## config.mk

```make
export PLATFORM = sky130hd
export DESIGN_NAME = xdiv_seq
export DESIGN_NICKNAME = d
export VERILOG_FILES = /design/src/rtl/xdiv_seq_pkg.sv /design/src/rtl/xdiv_seq_step.sv /design/src/rtl/xdiv_seq.sv
export SDC_FILE = /design/constraint.sdc
export NUM_CORES = 1
export LEC_CHECK = 0
export BUFFER_PORTS_ARGS = -buffer_cell sky130_fd_sc_hd__buf_2
export CAP_MARGIN = 20
export CORE_ASPECT_RATIO = 0.7
export CORE_MARGIN = 2
export CORE_UTILIZATION = 54
export DETAILED_ROUTE_END_ITERATION = 6
export GPL_TIMING_DRIVEN = 1
export PLACE_DENSITY = 0.8
export SLEW_MARGIN = 25
export SYNTH_ARGS = -nofsm -noshare
export SYNTH_HDL_FRONTEND = slang
export SYNTH_SLANG_ARGS = --single-unit
```

## constraint.sdc

```tcl
create_clock -name clk -period 3.1 [get_ports clk]
set_input_delay 0.62 -clock clk [delete_from_list [all_inputs] [get_ports clk]]
set_output_delay 0.62 -clock clk [all_outputs]
set_load 0.005 [all_outputs]
```

## src/rtl/xdiv_seq_pkg.sv

```systemverilog
// Shared definitions for the sequential divider: default width and FSM state encodings.
package xdiv_seq_pkg;

  localparam int XDIV_DATA_W = 32;

  typedef enum logic [2:0] {
    ST_IDLE = 3'd0,
    ST_LOAD = 3'd1,
    ST_CALC = 3'd2,
    ST_FIX  = 3'd3,
    ST_DONE = 3'd4
  } xdiv_state_e;

endpackage

```

## src/rtl/xdiv_seq_step.sv

```systemverilog
// One radix-2 restoring division step: shift in the next dividend bit, trial-subtract, select.
module xdiv_step
  import xdiv_seq_pkg::*;
#(
  parameter int DATA_W = XDIV_DATA_W
) (
  input  logic [DATA_W-1:0] rem_i,
  input  logic [DATA_W-1:0] quo_i,
  input  logic [DATA_W-1:0] dsr_i,
  output logic [DATA_W-1:0] rem_o,
  output logic [DATA_W-1:0] quo_o
);

  logic [DATA_W:0] shifted;
  logic [DATA_W:0] diff;
  logic            q_bit;

  // With rem_i < dsr_i the shifted value stays below 2*dsr_i, so the top bit of
  // the DATA_W+1-bit difference is a clean borrow flag.
  always_comb begin
    shifted = {rem_i, quo_i[DATA_W-1]};
    diff    = shifted - {1'b0, dsr_i};
    q_bit   = ~diff[DATA_W];
    rem_o   = q_bit ? diff[DATA_W-1:0] : shifted[DATA_W-1:0];
    quo_o   = {quo_i[DATA_W-2:0], q_bit};
  end

endmodule

```

## src/rtl/xdiv_seq.sv

```systemverilog
// Fixed-latency sequential divider (signed/unsigned), one restoring step per cycle.
module xdiv_seq
  import xdiv_seq_pkg::*;
#(
  parameter int DATA_W = XDIV_DATA_W
) (
  input  logic              clk,
  input  logic              rst,
  input  logic              start,
  input  logic              sign_en,
  input  logic [DATA_W-1:0] op_a,
  input  logic [DATA_W-1:0] op_b,
  output logic              busy,
  output logic              done,
  output logic [DATA_W-1:0] quotient,
  output logic [DATA_W-1:0] remainder
);

  localparam int CNT_W = $clog2(DATA_W);

  xdiv_state_e       state_q, state_d;
  logic [DATA_W-1:0] a_q, a_d;
  logic [DATA_W-1:0] b_q, b_d;
  logic              sgn_q, sgn_d;
  logic [DATA_W-1:0] quo_q, quo_d;
  logic [DATA_W-1:0] rem_q, rem_d;
  logic [DATA_W-1:0] dsr_q, dsr_d;
  logic              negq_q, negq_d;
  logic              negr_q, negr_d;
  logic [CNT_W-1:0]  cnt_q, cnt_d;
  logic [DATA_W-1:0] quotient_q, quotient_d;
  logic [DATA_W-1:0] remainder_q, remainder_d;
  logic [DATA_W-1:0] rem_step, quo_step;

  function automatic logic signed [DATA_W-1:0] negate(input logic signed [DATA_W-1:0] x);
    return -x;
  endfunction

  function automatic logic [DATA_W-1:0] magnitude(input logic [DATA_W-1:0] x, input logic s);
    return (s && x[DATA_W-1]) ? negate(x) : x;
  endfunction

  xdiv_step #(.DATA_W(DATA_W)) u_step (
    .rem_i (rem_q),
    .quo_i (quo_q),
    .dsr_i (dsr_q),
    .rem_o (rem_step),
    .quo_o (quo_step)
  );

  always_comb begin
    state_d     = state_q;
    a_d         = a_q;
    b_d         = b_q;
    sgn_d       = sgn_q;
    quo_d       = quo_q;
    rem_d       = rem_q;
    dsr_d       = dsr_q;
    negq_d      = negq_q;
    negr_d      = negr_q;
    cnt_d       = cnt_q;
    quotient_d  = quotient_q;
    remainder_d = remainder_q;
    case (state_q)
      ST_IDLE: begin
        if (start) begin
          a_d     = op_a;
          b_d     = op_b;
          sgn_d   = sign_en;
          state_d = ST_LOAD;
        end
      end
      ST_LOAD: begin
        quo_d   = magnitude(a_q, sgn_q);
        dsr_d   = magnitude(b_q, sgn_q);
        rem_d   = '0;
        negq_d  = sgn_q & (a_q[DATA_W-1] ^ b_q[DATA_W-1]);
        negr_d  = sgn_q & a_q[DATA_W-1];
        cnt_d   = CNT_W'(DATA_W - 1);
        state_d = ST_CALC;
      end
      ST_CALC: begin
        rem_d = rem_step;
        quo_d = quo_step;
        if (cnt_q == '0) begin
          state_d = ST_FIX;
        end else begin
          cnt_d = cnt_q - CNT_W'(1);
        end
      end
      ST_FIX: begin
        // Divide by zero bypasses the iterated result: all-ones quotient, raw dividend.
        if (b_q == '0) begin
          quotient_d  = '1;
          remainder_d = a_q;
        end else begin
          quotient_d  = negq_q ? negate(quo_q) : quo_q;
          remainder_d = negr_q ? negate(rem_q) : rem_q;
        end
        state_d = ST_DONE;
      end
      ST_DONE: state_d = ST_IDLE;
      default: state_d = ST_IDLE;
    endcase
  end

  always_ff @(posedge clk) begin
    if (rst) begin
      state_q     <= ST_IDLE;
      a_q         <= '0;
      b_q         <= '0;
      sgn_q       <= 1'b0;
      quo_q       <= '0;
      rem_q       <= '0;
      dsr_q       <= '0;
      negq_q      <= 1'b0;
      negr_q      <= 1'b0;
      cnt_q       <= '0;
      quotient_q  <= '0;
      remainder_q <= '0;
    end else begin
      state_q     <= state_d;
      a_q         <= a_d;
      b_q         <= b_d;
      sgn_q       <= sgn_d;
      quo_q       <= quo_d;
      rem_q       <= rem_d;
      dsr_q       <= dsr_d;
      negq_q      <= negq_d;
      negr_q      <= negr_d;
      cnt_q       <= cnt_d;
      quotient_q  <= quotient_d;
      remainder_q <= remainder_d;
    end
  end

  assign busy      = (state_q != ST_IDLE);
  assign done      = (state_q == ST_DONE);
  assign quotient  = quotient_q;
  assign remainder = remainder_q;

endmodule

```

==> results of run 1 <==
-- cells in the mapped netlist (4+ instances only) --
| cell | count |
|---|---|
| o21ai_0 | 82 |
| or3_1 | 15 |
| nand2_1 | 307 |
| and3_1 | 8 |
| a311oi_1 | 27 |
| xnor2_1 | 45 |
| nand4b_1 | 4 |
| mux2i_1 | 25 |
| o21a_1 | 5 |
| a21o_1 | 15 |
| xor2_1 | 95 |
| nor2_1 | 131 |
| a21oi_1 | 196 |
| nor2b_1 | 6 |
| nor4_1 | 10 |
| o31ai_1 | 23 |
| or4_1 | 9 |
| a2bb2oi_1 | 4 |
| nor3_1 | 31 |
| nand2b_1 | 14 |
| nand3_1 | 15 |
| clkbuf_1 | 104 |
| a22oi_1 | 30 |
| a31oi_1 | 10 |
| ha_1 | 38 |
| buf_1 | 9 |
| o21bai_1 | 6 |
| o211ai_1 | 29 |
| inv_1 | 54 |
| buf_2 | 4 |
| a211oi_1 | 47 |
| nand4_1 | 9 |
| o41ai_1 | 15 |
| dfxtp_1 | 235 |
| and2_1 | 10 |
-- power groups by stage --
stage | registers (mW) | clock network (mW) | logic (mW)
floorplan | 3.57 | 0 | 3.31
global placement | 3.64 | 0 | 4.37
detailed placement | 3.65 | 0 | 4.45
CTS | 3.58 | 3.09 | 4.49
global route | 3.63 | 3.20 | 5.05
finish | 3.60 | 3.06 | 4.67
-- worst max-delay path: cells and delay by family (launching register included) --
kind,cells,cell delay (ps)
flops,1,330
mux,1,150
fa+ha+maj,2,570
buf+inv,3,370
simple gates,3,490
compound gates,4,950
-- cell type report --
type,instances,area (um^2),area share [%]
clock buffers,34,719,4.73
clock inverters,10,111,0.733
inverters,54,203,1.33
flip-flops and latches,235,4710,31.0
repair buffers,184,1110,7.32
well taps,318,398,2.62
multi-input cells,1312,7950,52.3
-- per-layer routing --
metal  global-route usage, %  vias to the layer above
met3                    6.27                       50
met5                       0                        -
met2                    40.1                      659
met1                    46.0                     6107
li1                        -                     6250
met4                    6.20                        0
-- worst min-delay path by stage --
stage                                     from                    endpoint  slack [ps]  cells after the start
floorplan               dsr_q[29]$_SDFFE_PP0P_      dsr_q[29]$_SDFFE_PP0P_         430                      2
global route                          op_b[19]        b_q[19]$_SDFFE_PP0P_         320                      3
global placement     remainder[7]$_SDFFE_PP0P_   remainder[7]$_SDFFE_PP0P_         440                      2
CTS                                   op_b[25]        b_q[25]$_SDFFE_PP0P_         310                      3
finish                                op_b[19]        b_q[19]$_SDFFE_PP0P_         320                      3
detailed placement  remainder[19]$_SDFFE_PP0P_  remainder[19]$_SDFFE_PP0P_         440                      2
-- timing repair --
item                                    4_1_cts  5_1_grt
pin swaps                                     0        3
resized for setup                             1        8
endpoints found under the setup margin        2       30
-- through the flow --
| stage | worst slack, ps | hold slack, ps | cell area, um^2 | instances |
|---|---|---|---|---|
| 6_report | 105 | 321 | 15200 | 2147 |
| 5_1_grt | -8.30 | 324 | 15200 | 2147 |
| 4_1_cts | 19.1 | 310 | 15200 | 2147 |
| 3_5_place_dp | 5.31 | 443 | 14300 | 2103 |
| 3_3_place_gp | 103 | 441 | 14300 | 2103 |
| 2_1_floorplan | 217 | 432 | 13300 | 1720 |
-- sequential cells by signal, indices dropped and copies added (netlist names), 5 cells and up --
name       count
cnt_q          5
b_q           32
quotient      32
a_q           32
rem_q         32
remainder     32
quo_q         32
dsr_q         32
-- cells by family after synthesis --
| group | Yosys count | share of synthesized area (%) |
|---|---|---|
| AND/OR/NAND/NOR | 595 | 20.2 |
| AO/OA/AOI/OAI | 511 | 24.3 |
| flip-flops | 235 | 35.5 |
| buffers and inverters | 173 | 4.99 |
| XOR/XNOR | 140 | 9.24 |
| adder cells (fa/ha/maj) | 39 | 3.74 |
| multiplexers | 27 | 2.06 |
==> flow_summary_export.csv, run 1 <==
group,metric,value,unit
floorplan,die_area,25900,um^2
routing,wl_per_cell,18.0,um
power_and_ir_drop,ir_worst_vdd,508,uV
floorplan,die_x,191,um
grt,grt_use_total,29.2,%
yosys,async_flop_share,0,%
sta,setup_viol,0,
place,io_buffers,133,
power_and_ir_drop,swShare,38.0,%
clock_network,cts_max_level,1,
setup_path,critPathLaunch,"quo_q[31]$_SDFFE_PP0P_",
floorplan,fp.dieH,135,um
setup_path,worstSetupStartpointType,"flip-flop",
sta,post-route-period-util,96.6,%
routing,drtAntennaViolNets,0,
routing,wl_met1,18400,um
clock_network,holdBufCountCts,0,
routing,drc_errors,0,
setup_path,critical-path-max-stage-delay,460,ps
yosys,ys_types,70,
setup_path,worst_setup_path_end_kind,"flip-flop",
place,routabilityCongestion,0.940,
setup_path,worstPathArrival,3390,ps
setup_path,rr_endpoint,"rem_q[11]$_SDFFE_PP0P_",
clock_network,cts.clk_slew.worst_paths,60,ps
yosys,synth.yosys.seq_area_share,35.5,%
setup_path,cp_max_fo,14,
routing,dr.pass1.iters,6,
clock_network,worstSkewPairLatency,540,ps
cells_and_area,n_fill_cell,2067,
yosys,netlist.area_leader.share,35.5,%
floorplan,initial_core_util,55.6,%
sta,layout_min_cycle_time,3000,ps
setup_path,worstRegToRegCells,13,
sta,maxSlewViolCount,0,
routing,wl_met3,4370,um
routing,num_vias,13066,
cells_and_area,diodes,0,
routing,highest_layer,"met4",
setup_path,rr_startpoint,"quo_q[31]$_SDFFE_PP0P_",
cells_and_area,layout_common_cells,"306 x nand2_1, 234 x dfxtp_1, 196 x a21oi_1",
yosys,ys_ff_latch,235,
sta,fmax,334,MHz
sta,finalHoldViolCount,0,
routing,wl,38700,um
grt,grt_max_degree,167,
cells_and_area,synthToLayoutAreaGrowth,14.6,%
cells_and_area,drive_gt1_share,13.8,%
grt,grt-ovfl-total,0,
sta,fin_skew,14.9,ps
flow_run,maxCapViolCount,0,
grt,grt_pass1_vias,11768,
clock_network,numCtsBuffers,25,
routing,first_iter_violations,1511,
power_and_ir_drop,power_leakage,6.16,nW
run_status,status,"finished clean",
clock_network,root_buffer,"clkbuf_16",
sta,slew_headroom,35.4,%
cells_and_area,fin_nets,1919,
yosys,ys.flop_type,"dfxtp_1",
grt,grt_pass1_wl,61400,um
place,dp_hpwl,28100,um
floorplan,rows,47,
cells_and_area,finish.utilization,63.7,%
power_and_ir_drop,power.density,745,nW/um^2
floorplan,coreArea,23900,um^2
yosys,syn-num-nets,1827,
yosys,synth_edf_count,0,
power_and_ir_drop,p_clk_share,27.1,%
routing,dr_wl_met2,15300,um
clock_network,tritoncts,"built",
setup_path,path_cells,"inv_1 > ha_1 > fa_2 > nand2b_4 > a21o_1 > a2111o_1 > a31oi_4 > nor4b_1 > nand4b_1 > buf_6 > buf_12 > mux2i_1 > o21ai_0",
clock_network,cts_sinks,235,
setup_path,crit_end,"rem_q[11]$_SDFFE_PP0P_",
setup_path,cp.required,3490,ps
power_and_ir_drop,intPower,7.02,mW
yosys,yosys_warnings,0,
yosys,synth.avg_cell_area,7.71,um^2
clock_network,clockBufferDepth,3,
setup_path,slowest_stage,"a2111o_1",
clock_network,postCtsSetupBuffers,0,
power_and_ir_drop,total_power,11.3,mW
power_and_ir_drop,power_switching,4.30,mW
cells_and_area,mostFrequentLayoutCell,"nand2_1",
min_path,hp-class,"input port to flip-flop",
floorplan,pin_count,134,
sta,worstMarginPinSlew,967,ps
yosys,syn-instance-count,1720,
power_and_ir_drop,seqPwrFrac,31.8,%
yosys,synth_area_leaders,"dfxtp_1 35%, nand2_1 8.7%, a21oi_1 7.4%",
yosys,synth_largest_area_cell,"dfxtp_1",
sta,setup_tns,0,ps
grt,antenna_found_initial,0,
setup_path,worst-setup-path-type,"flip-flop to flip-flop",
yosys,netlist_area,13300,um^2
setup_path,r2r_setup_slack,100,ps
routing,via_per_inst,6.09,
power_and_ir_drop,power_frac_comb,41.2,%
(Power assumes the default switching activity.)
==> run 2: changes to the inputs <==
Settings changed: CELL_PAD_IN_SITES_DETAIL_PLACEMENT set to 2, CELL_PAD_IN_SITES_GLOBAL_PLACEMENT set to 2, CORE_UTILIZATION 54 to 32, SKIP_CTS_REPAIR_TIMING set to 1.
==> run 2 against run 1 <==
Effect of this change: global-route usage fell by 4.6 points; worst setup slack worse by 99 ps; final area rose by 3.8%; highest routed layer unchanged.
==> flow_summary_export.csv, run 2 (synthesis gave the netlist of run 1 again) <==
group,metric,value,unit
run_status,status,"finished clean",
routing,num_vias,13372,
flow_run,maxCapViolCount,0,
cells_and_area,synthToLayoutAreaGrowth,18.9,%
floorplan,coreArea,41000,um^2
setup_path,worst-setup-path-type,"flip-flop to flip-flop",
cells_and_area,mostFrequentLayoutCell,"nand2_1",
place,routabilityCongestion,0.908,
routing,wl,54100,um
sta,setup_viol,0,
power_and_ir_drop,power_leakage,6.28,nW
sta,finalHoldViolCount,0,
sta,worstMarginPinSlew,955,ps
routing,dr.pass1.iters,5,
grt,grt-ovfl-total,0,
floorplan,fp.dieH,174,um
min_path,hp-start,"op_b[12]",
setup_path,worstRegToRegCells,13,
min_path,min_to,"b_q[12]$_SDFFE_PP0P_",
grt,grt_use_total,24.6,%
routing,wl_per_cell,22.6,um
sta,fmax,323,MHz
routing,drc_errors,0,
setup_path,worst_setup_path_end_kind,"flip-flop",
sta,layout_min_cycle_time,3090,ps
setup_path,rr_startpoint,"quo_q[31]$_SDFFE_PP0P_",
place,dpl.cell_count,2341,
clock_network,cts_max_level,1,
clock_network,root_buffer,"clkbuf_16",
power_and_ir_drop,power.density,781,nW/um^2
cells_and_area,multi_input_area,8020,um^2
setup_path,r2r_setup_slack,5,ps
cells_and_area,n_fill_cell,4698,
clock_network,worstSkewPairLatency,590,ps
cells_and_area,seqCellArea,4710,um^2
floorplan,pin_count,134,
routing,drtAntennaViolNets,0,
setup_path,worstPathArrival,3530,ps
setup_path,worstSetupStartpointType,"flip-flop",
cells_and_area,fin_cells,2396,
sta,maxSlewViolCount,0,
clock_network,cts_sinks,235,
cells_and_area,layout_common_cells,"306 x nand2_1, 233 x dfxtp_1, 194 x a21oi_1",
place,io_buffers,133,
floorplan,initial_core_util,32.4,%
sta,slew_headroom,36.1,%
grt,antenna_found_initial,0,
sta,grt_setup_unrepaired,"yes",
cells_and_area,fin_nets,1939,
clock_network,cts.clk_slew.worst_paths,60,ps
sta,setup_tns,0,ps
sta,post-route-period-util,99.8,%
min_path,min_path_cells,3,
setup_path,cp.required,3530,ps
cells_and_area,diodes,0,
power_and_ir_drop,ir_worst_vdd,455,uV
grt,grt_max_degree,62,
min_path,hp-class,"input port to flip-flop",
setup_path,cp_max_fo,6,
routing,via_per_inst,5.58,
floorplan,die_area,43100,um^2
floorplan,die_x,247,um
clock_network,clockBufferDepth,3,
clock_network,numCtsBuffers,27,
grt,grt_pass1_wl,83400,um
setup_path,rr_endpoint,"rem_q[7]$_SDFFE_PP0P_",
grt,grt_pass1_vias,14019,
routing,first_iter_violations,898,
floorplan,rows,62,
place,dp_hpwl,39100,um
clock_network,tritoncts,"built",
sta,fin_skew,31.1,ps
cells_and_area,drive_gt1_share,15.4,%
[run 2: report_power, final]
part | switching [mW] | total [mW] | internal [mW]
Sequential | 0.344 | 3.63 | 3.29
Combinational | 3.21 | 5.39 | 2.18
Clock | 1.43 | 3.31 | 1.88
Total | 4.98 | 12.3 | 7.34
[run 2: how the worst max path moves through the flow]
stage / startpoint / end / slack [ps]
after floorplan: quo_q[31]$_SDFFE_PP0P_ / rem_q[19]$_SDFFE_PP0P_ / 220
after CTS: quo_q[31]$_SDFFE_PP0P_ / rem_q[10]$_SDFFE_PP0P_ / -140
after global routing: quo_q[31]$_SDFFE_PP0P_ / rem_q[7]$_SDFFE_PP0P_ / -100
after detailed placement: quo_q[31]$_SDFFE_PP0P_ / rem_q[31]$_SDFFE_PP0P_ / -90
final: quo_q[31]$_SDFFE_PP0P_ / rem_q[7]$_SDFFE_PP0P_ / 5
after global placement: quo_q[31]$_SDFFE_PP0P_ / rem_q[7]$_SDFFE_PP0P_ / 90
[run 2: critical path, stage by stage, from the launching register on]
cell and delay, ps:
dfxtp_2 330, inv_2 50, ha_4 160, fa_2 390, nand2b_4 160, a21o_1 220, a2111o_1 470, a31oi_4 220
nor4b_2 70, nand4b_1 250, buf_6 200, clkbuf_16 170, mux2i_1 150, o21ai_0 110
[run 2: per-stage QoR]
step / area, um^2 / total power [mW] / utilization (%) / hold slack (ps) / setup slack [ps]
floorplan: 13300 / 6.88 / - / 432 / 217
global placement: 14700 / 8.31 / 35.9 / 442 / 88.1
detailed placement: 14700 / 8.59 / 35.9 / 450 / -86.0
CTS: 15600 / 12.0 / 38.1 / 245 / -135
global route: 15800 / 13.0 / 38.5 / 268 / -96.5
finish: 15800 / 12.3 / 38.5 / 268 / 5.20
[run 2: final cells by class]
class,instances,area share (%)
clock buffers,39,4.82
clock inverters,10,0.793
inverters,54,1.28
multi-input cells,1312,50.9
flip-flops and latches,235,29.8
well taps,544,4.31
repair buffers,202,8.10
[run 2: layer usage]
metal  share of wire, %  vias up  wire, um  track usage (%)
met4                1.7        0       934             4.74
met1                 49     6723     26700             36.3
met3                5.5       52      2950             4.26
li1                   -     6284         -                -
met5                  0        -         0                0
met2                 43      313     23500             37.5
==> run 3: changes to the inputs <==
Settings changed: ABC_AREA set to 1, CORE_UTILIZATION 32 to 30, PLACE_DENSITY 0.8 to 0.81, SLEW_MARGIN 25 to unset.
==> run 3 against run 2 <==
Effect of this change: critical endpoint is now rem_q[29]$_SDFFE_PP0P_; hold slack better by 43 ps; clock skew decreased by 7.7 ps; final area grew 11%; largest cell class unchanged; non-clock buffer count shrank 33.
==> flow_summary_export.csv, run 3 <==
group,metric,value,unit
grt,grt_pass1_vias,17535,
cells_and_area,fin_cells,3209,
cells_and_area,mostFrequentLayoutCell,"nand2_1",
min_path,hp-class,"input port to flip-flop",
sta,grt_setup_unrepaired,"no",
run_status,status,"finished clean",
floorplan,die_x,273,um
sta,fin_skew,23.4,ps
yosys,syn-num-nets,2532,
yosys,yosysMostFrequentCell,"nand2_1",
yosys,ys_types,48,
yosys,netlist.area_leader.share,31.0,%
sta,post-route-period-util,91.0,%
yosys,yosys-top-cells-count,"594 x nand2_1, 345 x inv_1, 235 x dfxtp_1, 228 x a21oi_1, 208 x nand3_1",
routing,drc_errors,0,
grt,grt-ovfl-total,0,
setup_path,crit_end,"rem_q[29]$_SDFFE_PP0P_",
yosys,async_flop_share,0,%
floorplan,rows,68,
yosys,synth.yosys.seq_area_share,31.0,%
cells_and_area,finish.utilization,35.4,%
place,io_buffers,133,
grt,grt_max_degree,120,
power_and_ir_drop,power_leakage,8.36,nW
yosys,synth_edf_count,0,
setup_path,worst_setup_path_end_kind,"flip-flop",
clock_network,numCtsBuffers,29,
sta,setup_ws,280,ps
place,dpl.cell_count,3154,
power_and_ir_drop,ir_worst_vdd,318,uV
clock_network,clockBufferDepth,3,
grt,antenna_found_initial,9,
floorplan,coreArea,49600,um^2
yosys,syn-instance-count,2425,
cells_and_area,drive_gt1_share,11.4,%
power_and_ir_drop,power.density,819,nW/um^2
yosys,yosys_warnings,0,
clock_network,cts_max_level,1,
place,dp_hpwl,55900,um
routing,dr.pass1.iters,5,
sta,finalHoldViolCount,0,
floorplan,die_area,52400,um^2
clock_network,worstSkewPairLatency,590,ps
clock_network,cts.clk_slew.worst_paths,70,ps
yosys,synth.avg_cell_area,6.25,um^2
clock_network,cts_sinks,235,
floorplan,initial_core_util,30.6,%
yosys,ys_ff_latch,235,
grt,grt_pass1_wl,108000,um
cells_and_area,synthToLayoutAreaGrowth,15.7,%
yosys,ys.flop_type,"dfxtp_1",
power_and_ir_drop,total_power,14.4,mW
setup_path,worstPathArrival,3330,ps
setup_path,critPathLaunch,"dsr_q[1]$_SDFFE_PP0P_",
sta,maxSlewViolCount,0,
setup_path,rr_startpoint,"dsr_q[1]$_SDFFE_PP0P_",
setup_path,cp_max_fo,4,
setup_path,worstSetupStartpointType,"flip-flop",
yosys,synth_area_leaders,"dfxtp_1 31%, nand2_1 15%, inv_1 8.5%",
sta,slew_headroom,33.3,%
setup_path,cp.required,3610,ps
yosys,netlist_area,15200,um^2
setup_path,r2r_setup_slack,280,ps
floorplan,pin_count,134,
sta,hold_ws,311,ps
routing,drtAntennaViolNets,0,
clock_network,root_buffer,"clkbuf_16",
flow_run,maxCapViolCount,0,
grt,grt_use_total,26.9,%
cells_and_area,layout_common_cells,"594 x nand2_1, 344 x inv_1, 235 x dfxtp_1",
floorplan,fp.dieH,192,um
cells_and_area,fin_nets,2628,
yosys,synth_largest_area_cell,"dfxtp_1",
routing,num_vias,17332,
setup_path,worst-setup-path-type,"flip-flop to flip-flop",
clock_network,tritoncts,"built",
routing,wl_per_cell,22.4,um
sta,fmax,355,MHz
place,dp_slack,-25.8,ps
routing,wl,72000,um
setup_path,worstRegToRegCells,15,
routing,via_per_inst,5.40,
sta,layout_min_cycle_time,2820,ps
sta,setup_viol,0,
sta,worstMarginPinSlew,990,ps
place,routabilityCongestion,0.914,
setup_path,rr_endpoint,"rem_q[29]$_SDFFE_PP0P_",
routing,first_iter_violations,1216,
## run 3: through the flow
| step | setup TNS (ps) | area, um^2 |
|---|---|---|
| after floorplan | 0 | 15200 |
| after global placement | -51.5 | 16500 |
| after detailed placement | -25.8 | 16500 |
| after CTS | 0 | 17500 |
| after global routing | 0 | 17500 |
| final | 0 | 17500 |
## run 3: cells by family after synthesis
| group | count (synthesis) | synth area share, % |
|---|---|---|
| flops | 235 | 31.0 |
| xor+xnor | 71 | 4.10 |
| compound gates | 515 | 18.5 |
| buf+inv | 465 | 12.1 |
| fa+ha+maj | 39 | 3.27 |
| simple gates | 1100 | 31.0 |
## run 3: cell type report
cell class                      count  area [um^2]
Fill cell                        6072        32100
Multi-Input combinational cell   1725         8640
Sequential cell                   235         4700
Inverter                          361         1360
Timing Repair Buffer              169          996
Tap cell                          665          832
Clock buffer                       35          798
Clock inverter                     18          210
Antenna cell                        1         2.50
## run 3: power by group
group / internal, mW / switching [mW] / leakage, nW
combinational: 1.90 / 5.00 / 5.95
clock: 2.16 / 1.52 / 0.488
sequential: 3.39 / 0.403 / 1.92
## run 3: routing by layer
| layer | track usage [%] | wire length (um) |
|---|---|---|
| met2 | 39.1 | 29400 |
| met1 | 40.7 | 36100 |
| met4 | 4.04 | 980 |
| met5 | 0 | 27 |
| met3 | 6.10 | 5530 |
## run 3: worst min path at each step
| stage | from | to | slack [ps] | depth (start not counted) |
|---|---|---|---|---|
| 2_1_floorplan | state_q[0]$_SDFFE_PP0P_ | state_q[0]$_SDFFE_PP0P_ | 440 | 1 |
| 3_3_place_gp | remainder[19]$_SDFFE_PP0P_ | remainder[19]$_SDFFE_PP0P_ | 450 | 2 |
| 3_5_place_dp | remainder[13]$_SDFFE_PP0P_ | remainder[13]$_SDFFE_PP0P_ | 460 | 2 |
| 4_1_cts | op_a[16] | a_q[16]$_SDFFE_PP0P_ | 290 | 3 |
| 5_1_grt | op_b[4] | b_q[4]$_SDFFE_PP0P_ | 330 | 3 |
| 6_report | op_a[16] | a_q[16]$_SDFFE_PP0P_ | 310 | 3 |
## run 3: critical path, stage by stage, from the launching register on
cell	delay (ps)
dfxtp_1	540
inv_1	270
ha_1	390
nand2_1	80
nor2_1	40
nand2_1	60
nand3_1	240
nand2_1	160
nand2_1	120
nand2_1	200
nand2_1	90
nand2_1	70
nand2_1	90
nand2_1	90
nand3_1	100
a21oi_1	180
